<file path="config.mk">
export PLATFORM = sky130hd
export DESIGN_NAME = power_domain_sequencer
export DESIGN_NICKNAME = d
export VERILOG_FILES = /design/src/rtl/power_domain_sequencer.sv
export SDC_FILE = /design/constraint.sdc
export NUM_CORES = 1
export LEC_CHECK = 0
export ABC_CLOCK_PERIOD_IN_PS = 4250
export BUFFER_PORTS_ARGS = -buffer_cell sky130_fd_sc_hd__buf_2
export CAP_MARGIN = 20
export CORE_MARGIN = 3
export CORE_UTILIZATION = 40
export DETAILED_ROUTE_END_ITERATION = 8
export HOLD_SLACK_MARGIN = 0.12
export SLEW_MARGIN = 25
export SYNTH_ARGS = -nofsm -noshare
export SYNTH_HDL_FRONTEND = slang
export SYNTH_SLANG_ARGS = --single-unit
</file>
<file path="constraint.sdc">
create_clock -name clk -period 4.25 [get_ports clk]
set_clock_uncertainty 0.1 [all_clocks]
set_input_delay 0.425 -clock clk [delete_from_list [all_inputs] [get_ports clk]]
set_output_delay 0.425 -clock clk [all_outputs]
set_load 0.05 [all_outputs]
</file>
<file path="src/rtl/power_domain_sequencer.sv">
// power_domain_sequencer
// Sequences the power-gating controls of one switchable domain from the
// 2-bit power mode (ACTIVE=00, IDLE=01, SLEEP=10, 11 treated as ACTIVE).
// Power-down order: clock gate -> isolate -> retention save -> switch off.
// Power-up order:   switch on -> retention restore -> de-isolate -> clock on.
//
// Ports:
//   clk          in   block clock
//   rst          in   synchronous active-high reset
//   power_mode   in   [1:0] requested mode
//   pwr_ack      in   power-switch status (1 = rail up)
//   clk_en       out  domain clock enable
//   iso_en       out  output isolation enable
//   save         out  one-cycle retention save pulse
//   restore      out  one-cycle retention restore pulse
//   pwr_en       out  power-switch enable
//   domain_ready out  domain powered, de-isolated and clocked
//   seq_busy     out  power-down/up sequence in progress
//   timeout_err  out  sticky: switch ack not seen within ACK_TIMEOUT samples
//   seq_state    out  [3:0] current state encoding (debug)
module power_domain_sequencer #(
    parameter int STEP_CYCLES = 4,
    parameter int ACK_TIMEOUT = 64
) (
    input  logic       clk,
    input  logic       rst,
    input  logic [1:0] power_mode,
    input  logic       pwr_ack,
    output logic       clk_en,
    output logic       iso_en,
    output logic       save,
    output logic       restore,
    output logic       pwr_en,
    output logic       domain_ready,
    output logic       seq_busy,
    output logic       timeout_err,
    output logic [3:0] seq_state
);

    localparam int MAXV = (STEP_CYCLES > ACK_TIMEOUT) ? STEP_CYCLES : ACK_TIMEOUT;
    localparam int CW   = (MAXV < 2) ? 1 : $clog2(MAXV + 1);

    localparam logic [CW-1:0] STEP_LAST = CW'(STEP_CYCLES - 1);
    localparam logic [CW-1:0] ACK_LAST  = CW'(ACK_TIMEOUT - 1);
    localparam logic [CW-1:0] CNT_MAX   = CW'(MAXV);

    typedef enum logic [3:0] {
        ST_ON      = 4'd0,
        ST_CG      = 4'd1,
        ST_ISO     = 4'd2,
        ST_SAVE    = 4'd3,
        ST_PDN     = 4'd4,
        ST_OFF     = 4'd5,
        ST_PUP     = 4'd6,
        ST_RESTORE = 4'd7,
        ST_DISO    = 4'd8
    } state_t;

    state_t        state_q, state_d;
    logic [CW-1:0] cnt_q;
    logic          timeout_q;
    logic          to_set;

    logic mode_sleep, mode_idle, mode_active;
    assign mode_sleep  = (power_mode == 2'b10);
    assign mode_idle   = (power_mode == 2'b01);
    assign mode_active = (power_mode[1] == power_mode[0]);  // 00 or 11

    // In timed steps cnt_q counts cycles spent in the state; in PDN/PUP it
    // counts failed ack samples. It restarts from zero on every state entry.
    logic step_done;
    assign step_done = (cnt_q == STEP_LAST);

    always_ff @(posedge clk) begin
        if (rst) begin
            state_q   <= ST_ON;
            cnt_q     <= '0;
            timeout_q <= 1'b0;
        end else begin
            state_q <= state_d;
            if (state_d != state_q)
                cnt_q <= '0;
            else if (cnt_q != CNT_MAX)
                cnt_q <= cnt_q + 1'b1;
            if (to_set)
                timeout_q <= 1'b1;
        end
    end

    always_comb begin
        state_d      = state_q;
        to_set       = 1'b0;
        clk_en       = 1'b0;
        iso_en       = 1'b0;
        pwr_en       = 1'b1;
        domain_ready = 1'b0;
        seq_busy     = 1'b0;
        save         = 1'b0;
        restore      = 1'b0;
        case (state_q)
            ST_ON: begin
                clk_en       = 1'b1;
                domain_ready = 1'b1;
                if (mode_idle || mode_sleep)
                    state_d = ST_CG;
            end
            ST_CG: begin
                if (mode_sleep)
                    state_d = ST_ISO;
                else if (mode_active)
                    state_d = ST_ON;
            end
            ST_ISO: begin
                iso_en   = 1'b1;
                seq_busy = 1'b1;
                if (step_done)
                    state_d = ST_SAVE;
            end
            ST_SAVE: begin
                iso_en   = 1'b1;
                seq_busy = 1'b1;
                save     = (cnt_q == '0);
                if (step_done)
                    state_d = ST_PDN;
            end
            ST_PDN: begin
                iso_en   = 1'b1;
                pwr_en   = 1'b0;
                seq_busy = 1'b1;
                if (!pwr_ack) begin
                    state_d = ST_OFF;
                end else if (cnt_q == ACK_LAST) begin
                    // Rail never reported down: flag it and treat it as off.
                    to_set  = 1'b1;
                    state_d = ST_OFF;
                end
            end
            ST_OFF: begin
                iso_en = 1'b1;
                pwr_en = 1'b0;
                if (!mode_sleep)
                    state_d = ST_PUP;
            end
            ST_PUP: begin
                iso_en   = 1'b1;
                seq_busy = 1'b1;
                if (pwr_ack)
                    state_d = ST_RESTORE;
                else if (cnt_q == ACK_LAST)
                    to_set = 1'b1;  // flag only; never restore an unpowered domain
            end
            ST_RESTORE: begin
                iso_en   = 1'b1;
                seq_busy = 1'b1;
                restore  = (cnt_q == '0);
                if (step_done)
                    state_d = ST_DISO;
            end
            ST_DISO: begin
                seq_busy = 1'b1;
                if (step_done)
                    state_d = ST_ON;
            end
            default: state_d = ST_ON;
        endcase
    end

    assign timeout_err = timeout_q;
    assign seq_state   = state_q;

endmodule
</file>
Word-level counts from Yosys, hierarchy flattened
Index checks and enable logic that the tools add are counted.
W data, S select, Z words.

word-level totals
  flip-flop bits (word level) = 12
  input bits = 5
  output and inout port bits = 12
  logic and storage cells = 48

operators by class
  add/subtract/negate cells = 1
  equal/unequal tests = 15
  multiplexer cells = 22
  reduce and logical (&&, ||, !) cells = 7

operator list
  kind                   number
  $mux W4                11
  $pmux W4 S9            1
  $eq A4 B3 Y1 const B   4
  $reduce_or A6 Y1       2
  $mux W1                9
  $eq A4 B2 Y1 const B   2
  $add A7 B1 Y7 const B  1
  $eq A7 B2 Y1 const B   1
  $eq A7 B6 Y1 const B   1
  $logic_not A7 Y1       1
  $ne A7 B7 Y1 const B   1
  $eq A4 B1 Y1 const B   1
  $eq A4 B4 Y1 const B   1
  $logic_not A4 Y1       1
  $ne A4 B4 Y1           1
  $reduce_or A2 Y1       2
  $eq A2 B1 Y1 const B   1
  $eq A2 B2 Y1 const B   1
  $pmux W1 S2            1
  $eq A1 B1 Y1           1
  $logic_or A1 B1 Y1     1

Depth between registers and ports, before layout
  word-level depth = 6
  depth in mapped cells = 6
  depth with buffers taken out = 6

Worst setup path after synthesis
No wires, ideal clock.

  path kind = register to register
  start = register state_q[0] (netlist: seq_state[0])
  end = register cnt_q[2]
  setup time = 117 ps
  arrival time = 3129 ps
  required time = 4033 ps
  setup slack = 903 ps
  stages on the path, launching flop included = 6
  path buffers = 1
  period minus slack after synthesis = 3347 ps
  path through = dfxtp_1 -> clkbuf_1 -> nor4_1 -> a221oi_1 -> o211a_1 -> and4_2

between the ends
  cells in the longest elaborated chain, start to end = 5
  elaborated cells between the ends (all ways) = 23
  those cells by class = eq/ne: 9; mux: 12; reduce/logical: 2

RTL lines
  item                               line      text
  from (decl)                        59        state_t state_q, state_d;
  from (signal assigned)             80        state_q <= state_d;
  $mux W4, on equally long branches  132, 110
  $mux W4, on equally long branches  130, 108
  $pmux W4 S9                        100       case (state_q)
  $ne A4 B4 Y1 (*)                   81        if (state_d != state_q)
  $reduce_or A2 Y1 (no line) (*)     -
  to (signal assigned)               84        cnt_q <= cnt_q + 1'b1;
  to (decl)                          60        logic [CW-1:0] cnt_q;

Mark *: on every way between the ends. The rest lies on a longest branch, timed or not.
A chain may end at the register's enable or synchronous reset.

Worst setup path after layout
  start = register cnt_q[2]
  end = output save

between the ends
  cells in the longest elaborated chain, start to end = 2

RTL lines
  item              line  text
  $logic_not A7 Y1  122   save = (cnt_q == '0);
  $mux W1           100
  to (decl)         31    output logic save,

No other way between the ends.

==> qor.yml <==
cts:
  holdBufCountCts: 0
  cts_tree: "yes"
  worst_skew_pair.late_latency_ns: 0.28
  path_clk_slew_ns: 0.08
  cts_max_path_buffers: 2
  cts-root-buf: "clkbuf_4"
  postCtsResizedCells: 0
  post_cts_buffers: 0
  htree_levels: 1
  cts_made_buffers: 3
  cts_sinks: 12
detailed_routing:
  wl_um: 2170
  drtIter0Drc: 15
  firstDrtPassIters: 4
  drc_errors: 0
  vias_per_cell: 5.81
  num_vias: 854
  ant_nets: 0
  routedWlPerCell_um: 14.8
layout:
  fillers: 212
  final_common_cell: "buf_2"
  drive_above_1_share: 0.217
  fin_util: 0.491
  mostFrequentLayoutCells: "16 x buf_2, 12 x dfxtp_1, 9 x nor2_1, 6 x inv_1, 6 x xnor2_1"
  nets: 129
  multi_input_area_um2: 581
  area_growth_syn_to_layout_pct: 12.6
  antennaDiodeCount: 0
  final-seq-area_um2: 240
  final_cells: 147
synth:
  synthCells: 107
  avgSynthCellArea_um2: 8.24
  synthArstFlopShare: 0
  ys_seq_area_frac: 0.272
  yosysUniqueCellTypes: 43
  synth_nets: 115
  ys_seq_elements: 12
  ys.flop_type: "dfxtp_1"
  synth-edff-count: 0
  synth.yosys.warnings: 0
  synth_area_um2: 882
power_and_ir_drop:
  seq_power_share: 0.449
  power_w: 0.000279
  netSwitchingPower_w: 0.0000899
  p_per_area_nw_per_um2: 280
  ir_worst_vdd_uv: 153
  internal_power_w: 0.000189
  p_comb_frac: 0.214
  p_clk_frac: 0.337
  p_sw_frac: 0.323
  p_leak_nw: 0.395
job:
  cap_violations: 0
floorplan:
  rows: 16
  io-pin-count: 17
  start_util: 0.436
  die_x_um: 53.0
  coreArea_um2: 2020
  fp.dieH_um: 53.0
  dieArea_um2: 2800
worst_setup_path:
  critPathBufInv: 1
  cp_max_fo: 9
  worstPathArrival_ns: 1.98
  end_kind: "output pin"
  critical_path.cell_chain: "nor4_4 > nand2_1 > or3_1 > nor2_1 > buf_2"
  cp-start-kind: "flop"
  crit_type: "reg -> out"
  required_ns: 3.72
  cpPeakStageDelay_ns: 0.49
  critPathTopFamily: "simple AND/OR/NAND/NOR gates"
  cp_slowest_cell: "nor4_4"
timing:
  min_period_ns: 2.51
  fin_setup_tns_ns: 0
  tightest_slew_ns: 0.575
  fin_crit_sh: 0.590
  finalSetupViolations: 0
  slew_headroom: 0.615
  finalHoldWorstSlack_ns: 0.281
  rsz0062_at_grt: "no"
  max_freq_mhz: 399
  drv_slew: 0
  finalHoldViolCount: 0
grt:
  antenna_found_initial: 0
  grt.overflow.total: 0
  grt_pass1_vias: 809
  grt_max_degree: 19
  track_usage: 0.181
  grt_pass1_wl_um: 3750
hold_path:
  hold_path_class: "in -> reg"
placed_design:
  routabilityCongestion: 0.828
  dp.cells: 143
  port_buffers: 16
outcome:
  run_status: "completed"
-- power by group through the flow --
stage	Combinational [W]	Sequential [W]	Clock, W
floorplan	0.0000468	0.000127	0
global placement	0.0000585	0.000127	0
detailed placement	0.0000593	0.000128	0
CTS	0.0000600	0.000125	0.0000954
global route	0.0000657	0.000126	0.000101
finish	0.0000596	0.000125	0.0000938
-- sequential cells by signal, indices dropped and copies added, names as in the netlist --
| signal | cells |
|---|---|
| timeout_err | 1 |
| seq_state | 4 |
| cnt_q | 7 |
-- worst reg2reg max path: stages, from the launching register on --
cell	delay (ns)
dfxtp_1	0.63
inv_1	0.21
and3_1	0.23
a2bb2oi_1	0.49
nor4b_1	0.28
-- final cells by class --
type / count / area share
flip-flops and latches: 12 / 0.242
clock buffers: 4 / 0.0365
multi-input cells: 82 / 0.584
repair buffers: 16 / 0.0806
inverters: 6 / 0.0227
well taps: 27 / 0.0340
-- stage by stage --
| step | setup WS (ns) | instance area, µm² |
|---|---|---|
| floorplan | 0.903 | 882 |
| global placement | 2.08 | 957 |
| detailed placement | 2.05 | 957 |
| CTS | 1.73 | 993 |
| global route | 1.57 | 993 |
| finish | 1.74 | 993 |
-- cells in the mapped netlist (all sizes together), types with 2 or more instances --
cell / count / area share
and4: 5 / 0.055
or3: 3 / 0.021
xor2: 2 / 0.020
clkbuf: 4 / 0.017
o31ai: 2 / 0.017
nand2: 5 / 0.021
dfxtp: 12 / 0.27
a31oi: 5 / 0.035
mux2i: 2 / 0.023
xnor2: 6 / 0.060
ha: 3 / 0.043
nor4: 4 / 0.045
nor2: 9 / 0.038
buf: 3 / 0.027
o21ai: 2 / 0.011
nand3: 5 / 0.028
and3: 2 / 0.016
a221oi: 2 / 0.020
inv: 6 / 0.026
nor3: 4 / 0.023
a21oi: 4 / 0.023
-- kinds of logic after synthesis --
kind of cell	count (synthesis)	share of synthesized area
and+or+nand+nor	46	0.325
DFF	12	0.272
muxes	2	0.0227
xor gates and xnor gates	8	0.0794
buffers and inverters	13	0.0695
adders and majority gates	3	0.0426
AOI/OAI and AO/OA	23	0.189
-- final timing paths --
check	start	endpoint	slack [ns]	depth (start not counted)
worst max-delay path	cnt_q[2]$_SDFFE_PP0P_	save	1.74	5
worst min-delay path	rst	seq_state[3]$_SDFF_PP0_	0.28	2
worst max register to register	seq_state[1]$_SDFF_PP0_	cnt_q[1]$_SDFFE_PP0P_	2.21	4
worst min register to register	timeout_err$_SDFFE_PP0P_	timeout_err$_SDFFE_PP0P_	0.38	2
-- layer usage --
layer / track usage / vias to the layer above / wire (µm)
li1: - / 433 / -
met1: 0.259 / 396 / 1090
met2: 0.271 / 20 / 949
met3: 0.0169 / 5 / 89
met4: 0.0809 / 0 / 39
met5: 0 / - / 0
(Power assumes the default switching activity.)
